===== src/rtl/updown_wrap_tracker_if.sv =====
// ---------------------------------------------------------------------------
// updown_wrap_tracker_if
//
// Bundles the signals between the up/down counter side and the wrap tracker.
//
// Parameters:
//   WIDTH  width of the monitored count
//   LAP_W  width of the signed lap counter
//
// Signals:
//   M          counter mode (1 = up, 0 = down), driven by the counter side
//   cnt        counter value, driven by the counter side
//   wrap_up    one-cycle pulse on a max->0 step
//   wrap_dn    one-cycle pulse on a 0->max step
//   dir_chg    one-cycle pulse when M differs from its previous sample
//   lap        signed (two's-complement) lap count
//   ext_cnt    {lap, last sampled cnt}
//   lap_ovf    sticky lap saturation flag
//   step_err   sticky non-unit jump flag (0 unless jump checking is built in)
//   state_dbg  tracker state (0 = SYNC, 1 = TRACK)
//
// Modports:
//   master  counter / observer side: drives M and cnt, reads tracker outputs
//   slave   tracker side: reads M and cnt, drives everything else
//
// Handshake: there is none. cnt and M are sampled on every rising clock
// edge; there is no valid/ready qualification of either direction.
// ---------------------------------------------------------------------------
interface updown_wrap_tracker_if #(
  parameter int WIDTH = 4,
  parameter int LAP_W = 4
);
  logic                   M;
  logic [WIDTH-1:0]       cnt;
  logic                   wrap_up;
  logic                   wrap_dn;
  logic                   dir_chg;
  logic [LAP_W-1:0]       lap;
  logic [LAP_W+WIDTH-1:0] ext_cnt;
  logic                   lap_ovf;
  logic                   step_err;
  logic                   state_dbg;

  modport master (
    output M, cnt,
    input  wrap_up, wrap_dn, dir_chg, lap, ext_cnt, lap_ovf, step_err, state_dbg
  );

  modport slave (
    input  M, cnt,
    output wrap_up, wrap_dn, dir_chg, lap, ext_cnt, lap_ovf, step_err, state_dbg
  );
endinterface


===== src/rtl/updown_wrap_tracker.sv =====
// ---------------------------------------------------------------------------
// updown_wrap_tracker
//
// Downstream monitor for a WIDTH-bit up/down counter. Every edge it samples
// the count and the mode bit, classifies the step (up, down, hold, jump),
// pulses on wrap-around and on direction change, and keeps a saturating
// signed lap count. {lap, cnt_q} forms an extended-width position.
//
// Parameters:
//   WIDTH  width of the monitored count (>= 2)
//   LAP_W  width of the signed lap counter
//
// Ports:
//   clk  rising-edge clock, shared with the counter
//   rst  synchronous active-low reset
//   bus  updown_wrap_tracker_if.slave: M/cnt in; wrap_up, wrap_dn, dir_chg,
//        lap, ext_cnt, lap_ovf, step_err, state_dbg out
//
// Build option:
//   UDWT_STEP_CHECK_EN  when defined, a non-unit jump sets sticky step_err.
//                       When undefined, step_err is tied 0 and a jump is a
//                       silent resync.
//
// All outputs come from flops; ext_cnt is a concatenation of two registers
// that update on the same edge, so it is never torn.
// ---------------------------------------------------------------------------
module updown_wrap_tracker #(
  parameter int WIDTH = 4,
  parameter int LAP_W = 4
) (
  input  logic                 clk,
  input  logic                 rst,
  updown_wrap_tracker_if.slave bus
);

  typedef enum logic {
    SYNC  = 1'b0,
    TRACK = 1'b1
  } state_t;

  localparam logic [WIDTH-1:0] CNT_ONE = WIDTH'(1);
  localparam logic [WIDTH-1:0] CNT_MAX = {WIDTH{1'b1}};
  localparam logic [LAP_W-1:0] LAP_ONE = LAP_W'(1);
  // Most positive and most negative two's-complement lap values.
  localparam logic [LAP_W-1:0] LAP_HI  = {1'b0, {(LAP_W-1){1'b1}}};
  localparam logic [LAP_W-1:0] LAP_LO  = {1'b1, {(LAP_W-1){1'b0}}};

  state_t           state;
  logic [WIDTH-1:0] cnt_q;
  logic             m_q;
  logic             wrap_up_q;
  logic             wrap_dn_q;
  logic             dir_chg_q;
  logic [LAP_W-1:0] lap_q;
  logic             lap_ovf_q;

  // Neighbours of the last sample, wrapping mod 2^WIDTH.
  logic [WIDTH-1:0] cnt_inc;
  logic [WIDTH-1:0] cnt_dec;
  logic             is_up;
  logic             is_dn;

  assign cnt_inc = cnt_q + CNT_ONE;
  assign cnt_dec = cnt_q - CNT_ONE;
  assign is_up   = (bus.cnt == cnt_inc);
  assign is_dn   = (bus.cnt == cnt_dec);

  always_ff @(posedge clk) begin
    if (!rst) begin
      state     <= SYNC;
      cnt_q     <= '0;
      m_q       <= 1'b0;
      wrap_up_q <= 1'b0;
      wrap_dn_q <= 1'b0;
      dir_chg_q <= 1'b0;
      lap_q     <= '0;
      lap_ovf_q <= 1'b0;
    end else begin
      // Pulses default low; samples are refreshed on every non-reset edge,
      // which also makes a jump a plain resync.
      wrap_up_q <= 1'b0;
      wrap_dn_q <= 1'b0;
      dir_chg_q <= 1'b0;
      cnt_q     <= bus.cnt;
      m_q       <= bus.M;
      case (state)
        SYNC: begin
          // First edge after reset only captures; no history to compare.
          state <= TRACK;
        end
        TRACK: begin
          dir_chg_q <= (bus.M != m_q);
          if (is_up && (cnt_q == CNT_MAX)) begin
            wrap_up_q <= 1'b1;
            if (lap_q == LAP_HI) lap_ovf_q <= 1'b1;
            else                 lap_q     <= lap_q + LAP_ONE;
          end else if (is_dn && (cnt_q == '0)) begin
            wrap_dn_q <= 1'b1;
            if (lap_q == LAP_LO) lap_ovf_q <= 1'b1;
            else                 lap_q     <= lap_q - LAP_ONE;
          end
        end
        default: state <= SYNC;
      endcase
    end
  end

`ifdef UDWT_STEP_CHECK_EN
  logic step_err_q;
  logic is_jump;

  // Anything other than up, down or hold is a jump.
  assign is_jump = !is_up && !is_dn && (bus.cnt != cnt_q);

  always_ff @(posedge clk) begin
    if (!rst)                           step_err_q <= 1'b0;
    else if (state == TRACK && is_jump) step_err_q <= 1'b1;
  end

  assign bus.step_err = step_err_q;
`else
  assign bus.step_err = 1'b0;
`endif

  assign bus.wrap_up   = wrap_up_q;
  assign bus.wrap_dn   = wrap_dn_q;
  assign bus.dir_chg   = dir_chg_q;
  assign bus.lap       = lap_q;
  assign bus.ext_cnt   = {lap_q, cnt_q};
  assign bus.lap_ovf   = lap_ovf_q;
  assign bus.state_dbg = state;

endmodule


===== src/flat_wrapper.sv =====
// flat-port wrapper written by rule: the top's interface ports become plain ports
module updown_wrap_tracker_flat 
#(
  parameter int WIDTH = 4,
  parameter int LAP_W = 4
)
  (clk, rst, bus_M, bus_cnt, bus_wrap_up, bus_wrap_dn, bus_dir_chg, bus_lap, bus_ext_cnt, bus_lap_ovf, bus_step_err, bus_state_dbg);
  updown_wrap_tracker_if #(.WIDTH(WIDTH), .LAP_W(LAP_W)) bus_i ();
  input  logic clk;
  input  logic rst;
  input wire logic [$bits(bus_i.M)-1:0] bus_M;
  input wire logic [$bits(bus_i.cnt)-1:0] bus_cnt;
  output wire logic [$bits(bus_i.wrap_up)-1:0] bus_wrap_up;
  output wire logic [$bits(bus_i.wrap_dn)-1:0] bus_wrap_dn;
  output wire logic [$bits(bus_i.dir_chg)-1:0] bus_dir_chg;
  output wire logic [$bits(bus_i.lap)-1:0] bus_lap;
  output wire logic [$bits(bus_i.ext_cnt)-1:0] bus_ext_cnt;
  output wire logic [$bits(bus_i.lap_ovf)-1:0] bus_lap_ovf;
  output wire logic [$bits(bus_i.step_err)-1:0] bus_step_err;
  output wire logic [$bits(bus_i.state_dbg)-1:0] bus_state_dbg;
  assign bus_i.M = bus_M;
  assign bus_i.cnt = bus_cnt;
  assign bus_wrap_up = bus_i.wrap_up;
  assign bus_wrap_dn = bus_i.wrap_dn;
  assign bus_dir_chg = bus_i.dir_chg;
  assign bus_lap = bus_i.lap;
  assign bus_ext_cnt = bus_i.ext_cnt;
  assign bus_lap_ovf = bus_i.lap_ovf;
  assign bus_step_err = bus_i.step_err;
  assign bus_state_dbg = bus_i.state_dbg;
  updown_wrap_tracker #(.WIDTH(WIDTH), .LAP_W(LAP_W)) u_core (.clk(clk), .rst(rst), .bus(bus_i));
endmodule

===== config.mk =====
export PLATFORM = sky130hd
export DESIGN_NAME = updown_wrap_tracker_flat
export DESIGN_NICKNAME = d
export VERILOG_FILES = /design/src/rtl/updown_wrap_tracker_if.sv /design/src/rtl/updown_wrap_tracker.sv /design/src/flat_wrapper.sv
export SDC_FILE = /design/constraint.sdc
export NUM_CORES = 1
export LEC_CHECK = 0
export ABC_CLOCK_PERIOD_IN_PS = 6700
export BUFFER_PORTS_ARGS = -buffer_cell sky130_fd_sc_hd__clkbuf_2
export CORE_UTILIZATION = 53
export DETAILED_ROUTE_END_ITERATION = 10
export GPL_TIMING_DRIVEN = 0
export HOLD_SLACK_MARGIN = 0.12
export PLACE_DENSITY_LB_ADDON = 0.12
export RECOVER_POWER = 50
export SLEW_MARGIN = 25
export SYNTH_ARGS = -nofsm -noshare
export SYNTH_HDL_FRONTEND = slang
export SYNTH_SLANG_ARGS = --single-unit

===== constraint.sdc =====
create_clock -name clk -period 6.7 [get_ports clk]
set_clock_uncertainty 0.15 [all_clocks]
set_input_delay 1.34 -clock clk [delete_from_list [all_inputs] [get_ports clk]]
set_output_delay 1.34 -clock clk [all_outputs]
set_load 0.01 [all_outputs]

After elaboration in Yosys (flattened, before gate mapping)
Index checks and enable logic that the tools add are counted.
{"block": "op_classes", "bitwise_logic": 2, "addsub": 4, "mux": 11, "n_reduce_logical": 9, "n_eq_ne": 9}
{"op": "two-way mux 4 bit", "n": 4}
{"op": "adder 4 x 1 -> 4 bit (second input constant)", "n": 2}
{"op": "equality test 4 bit", "n": 2}
{"op": "equality test 4 bit (second input constant)", "n": 2}
{"op": "AND reduction 4 bit", "n": 2}
{"op": "subtractor 4 x 1 -> 4 bit (second input constant)", "n": 2}
{"op": "two-way mux 1 bit", "n": 7}
{"op": "equality test 4 x 3 -> 1 bit (second input constant)", "n": 1}
{"op": "zero test 4 bit", "n": 1}
{"op": "inequality test 2 bit (second input constant)", "n": 2}
{"op": "nonzero test 2 bit", "n": 2}
{"op": "OR reduction 3 bit", "n": 1}
{"op": "logical AND 1 bit", "n": 2}
{"op": "inequality test 2 x 1 -> 1 bit (second input constant)", "n": 1}
{"op": "inverter 1 bit", "n": 2}
{"op": "AND reduction 2 bit", "n": 1}
{"op": "inequality test 1 bit", "n": 1}
{"block": "totals", "inputBits": 7, "register_bits": 14}

Longest topological paths before layout
{"block": "logic_depth", "ltp_word": 5, "ltp_mapped": 12, "depth_no_buf": 11}

Least setup slack after synthesis
OpenSTA, ideal clock, no wires.
{"block": "synth_timing", "path_kind": "input to register", "startpoint": "input port bus_cnt[3]", "endpoint": "register u_core.lap_q[3] (netlist: u_core.bus.lap[3])", "t_arrival_ps": 3361, "slack_ps": 3107, "cell_stages": 10, "t_required_ps": 6468, "n_path_buf": 1, "path_cell_list": "nor4bb_1 a311oi_2 or2_1 clkbuf_1 ha_1 a31oi_1 or4b_1 nor3_1 nand2_1 o2111ai_1"}
{"block": "synth_between", "elab_chain_cells": 4, "elab_cells_between_ends": 9}
{"element": "start: declaration", "line": "flat_wrapper.sv:12", "text": "input wire logic [$bits(bus_i.cnt)-1:0] bus_cnt;"}
{"element": "equality test 4 bit, on equally long branches", "line": "updown_wrap_tracker.sv:65, updown_wrap_tracker.sv:66"}
{"element": "logical AND 1 bit, on equally long branches", "line": "updown_wrap_tracker.sv:93, updown_wrap_tracker.sv:97"}
{"element": "inequality test 2 bit (no line) (tied with other cells)"}
{"element": "AND reduction 4 bit (no line)"}
{"element": "end signal: assignment", "line": "updown_wrap_tracker.sv:96", "text": "else lap_q <= lap_q + LAP_ONE;"}
{"element": "end signal: assignment", "line": "updown_wrap_tracker.sv:100", "text": "else lap_q <= lap_q - LAP_ONE;"}
{"element": "end: declaration", "line": "updown_wrap_tracker.sv:54", "text": "logic [LAP_W-1:0] lap_q;"}
Parallel ways exist; a longest one is shown, timed or not.
A chain may end at the register's enable or synchronous reset.

Final worst setup path
{"block": "layout_timing", "startpoint": "input port bus_cnt[0]", "endpoint": "register u_core.lap_q[3] (netlist: u_core.bus.lap[3])"}
Same word-level chain as after synthesis.

==> results.toml <==
[drt]
routed-via-count = 746
routed_wire_length_per_instance_um = 11.2
remaining_design_rule_violation_count = 0
ant_nets = 0
wirelength_mm = 1.52
route.detailed.vias_per_inst = 5.49
drt_iter0_drc = 4
detail_route.first_pass.iterations = 4

[floorplan]
die_area_sq_um = 1730
rows = 13
floorplan.die.height_um = 41.7
chipWidth_um = 41.7
initial_utilization_pct = 60.3
placeableCoreArea_sq_um = 1380
i_o_pin_count = 25

[sta]
timing_hold_violations_final = 0
worst_slew_pin_tran_ps = 587
timing.fmax_ghz = 0.265
post_route_setup_tns_ps = 0
grt_setup_unrepaired = "false"
setup_ws_ps = 2930
max_slew_margin_pct = 60.6
final.period_utilization_pct = 56.3
setup-violations-final = 0
fin_worst_hold_slack_ps = 311
final_max_slew_viol_count = 0
post-route-min-period_ps = 3770

[placement]
detailedPlace.worstSlack_ps = 2750
gp_congestion = 0.766
place.detailed.hpwl_mm = 1.13
port_buffers = 23
placed_cells_incl_taps = 132

[synthesis]
most_frequently_used_flop_master_after_synthesis = "sky130_fd_sc_hd__dfxtp_1"
synth_top_area_cell = "sky130_fd_sc_hd__dfxtp_1"
yosysSeqAreaShare_pct = 33.6
synthTopCellsByCount = "sky130_fd_sc_hd__dfxtp_1 (14), sky130_fd_sc_hd__nor3_1 (8), sky130_fd_sc_hd__nand2_1 (7), sky130_fd_sc_hd__inv_1 (6)"
netlist_area_sq_um = 833
synth_enable_flop_cells = 0
most_common_cell_in_the_synthesized_netlist = "sky130_fd_sc_hd__dfxtp_1"
async_sr_flop_fraction_pct = 0
synth_compound_area_share_pct = 15.2
synth_top_cell_area_share_pct = 33.6
synth_area_in_simple_gates_pct = 33.0
ys.warnings.count = 0
synth_xor_xnor_area_share_pct = 3.15
synth_area_per_cell_sq_um = 8.86
synth_cell_types = 35
synthesis.nets = 105
ys_ff_latch = 14
synth_top_family_by_area = "simple AND/OR/NAND/NOR gates"
yosys-mux-area-fraction_pct = 0
post_synth_main_area_contributors = "sky130_fd_sc_hd__dfxtp_1 (34%), sky130_fd_sc_hd__ha_1 (6.0%), sky130_fd_sc_hd__nor3_1 (4.8%)"
post_synth_inst_count = 94
synth-adder-area-share_pct = 6.01

[clock_network]
clock_latency_ps = 280
max-clock-path-buffers = 2
cts_tree = "built"
clkSlewWorstSetupHoldPaths_ps = 90
cts.sinks = 14
postCtsSetupBuffers = 0
cts_root_buffer = "sky130_fd_sc_hd__clkbuf_4"
postCtsHoldBufs = 0
post_cts_resized = 0
h_tree_lvl_count = 1
cts_buffers = 3

[setup_path]
timing.critical_path.required_ps = 6760
setup.reg_to_reg.worst_slack_ps = 3400
critPathMaxFanout = 7
timing.reg2reg.worst_path_depth = 12
worst-setup-path-type = "in -> reg"
critical_path.startpoint_type = "input pin"
cp-end-kind = "flop"
cp.arrival_ps = 3830

[final_layout]
layout-drive-gt1-share_pct = 25.6
areaGrowthSynthToFinish_pct = 19.2
antenna_cells_inserted = 0
finalCoreUtilization_pct = 71.9
instances_no_fill = 136
nets = 133

[global_route]
grt_max_degree = 11
grt_first_pass_wirelength_mm = 2.71
initial_antenna_violation_count = 0
grtUsageTotal_pct = 19.8
grt_pass1_vias = 647
grt.overflow.total = 0

[power_and_ir_drop]
power.leakage_uw = 0.000407
max-vdd-ir-drop_v = 0.000107
power_density_nw_per_um2 = 174

[min_path]
min_path_type = "reg -> reg"
worst_hold_path_cells = 2

[run]
max_cap_viol_count = 0

[run_status]
run_status = "completed"
-- where the power goes --
group	total [uW]	switching, uW	internal [uW]
logic	21.6	11.9	9.74
registers	88.6	2.82	85.8
clock network	62.3	29.2	33.1
total	173	43.9	129
-- stage by stage --
step | area (sq um) | total power [uW]
global placement | 967 | 112
floorplan | 833 | 105
finish | 993 | 173
CTS | 1000 | 172
detailed placement | 967 | 113
global route | 993 | 179
-- registers in the layout (all words and copies together), names as in the netlist --
signal                count
u_core.m_q                1
u_core.bus.dir_chg        1
u_core.bus.lap_ovf        1
u_core.cnt_q              4
u_core.bus.state_dbg      1
u_core.bus.wrap_dn        1
u_core.bus.lap            4
u_core.bus.wrap_up        1
-- final timing paths --
check	start	endpoint
setup / recovery	bus_cnt[0]	u_core.bus.lap[3]
hold / removal	u_core.bus.lap_ovf	u_core.bus.lap_ovf
setup reg to reg	u_core.cnt_q[0]	u_core.bus.lap[3]
hold reg to reg	u_core.bus.lap_ovf	u_core.bus.lap_ovf
-- logic make-up after synthesis --
family	after synthesis
buffers and inverters	14
AO/OA/AOI/OAI	14
XOR/XNOR	3
AND/OR/NAND/NOR	44
other	1
adder cells (fa/ha/maj)	4
flip-flops	14
-- critical path: stages --
cell and delay, ps:
sky130_fd_sc_hd__clkbuf_1 210, sky130_fd_sc_hd__nor4bb_1 100, sky130_fd_sc_hd__a311oi_2 550, sky130_fd_sc_hd__or2_1 170, sky130_fd_sc_hd__clkbuf_1 260, sky130_fd_sc_hd__ha_1 230, sky130_fd_sc_hd__a31oi_1 120, sky130_fd_sc_hd__or4b_1 520
sky130_fd_sc_hd__nor3_1 150, sky130_fd_sc_hd__nand2_1 80, sky130_fd_sc_hd__o2111ai_1 100
-- area by class of cell --
cell class                      count  area (sq um)
Tap cell                           15          18.8
Inverter                            6          22.5
Fill cell                         116           389
Sequential cell                    14           280
Buffer                              8          48.8
Clock buffer                        4          36.3
Multi-Input combinational cell     66           482
Timing Repair Buffer               23           105
-- layer usage --
layer  vias up  wire length [um]  track usage [%]
li1        384                 -                -
met1       335               735             26.5
met2        22               699             30.3
met3         5                61             3.91
met4         0                26             9.68
met5         -                 0                0
-- cells in the final DEF (no fill, tap or decap), types with 2 or more instances in the layout --
master,n
sky130_fd_sc_hd__a211oi_2,2
sky130_fd_sc_hd__a21oi_1,4
sky130_fd_sc_hd__and2_1,3
sky130_fd_sc_hd__buf_4,5
sky130_fd_sc_hd__clkbuf_1,11
sky130_fd_sc_hd__clkbuf_2,15
sky130_fd_sc_hd__clkbuf_4,3
sky130_fd_sc_hd__dfxtp_1,14
sky130_fd_sc_hd__ha_1,4
sky130_fd_sc_hd__inv_1,6
sky130_fd_sc_hd__nand2_1,7
sky130_fd_sc_hd__nand3_1,3
sky130_fd_sc_hd__nor2_1,5
sky130_fd_sc_hd__nor3_1,8
sky130_fd_sc_hd__nor4bb_1,4
sky130_fd_sc_hd__o21ai_0,2
sky130_fd_sc_hd__or4b_1,2
sky130_fd_sc_hd__xnor2_1,2
Note: power is estimated with default switching activity, not from simulation.
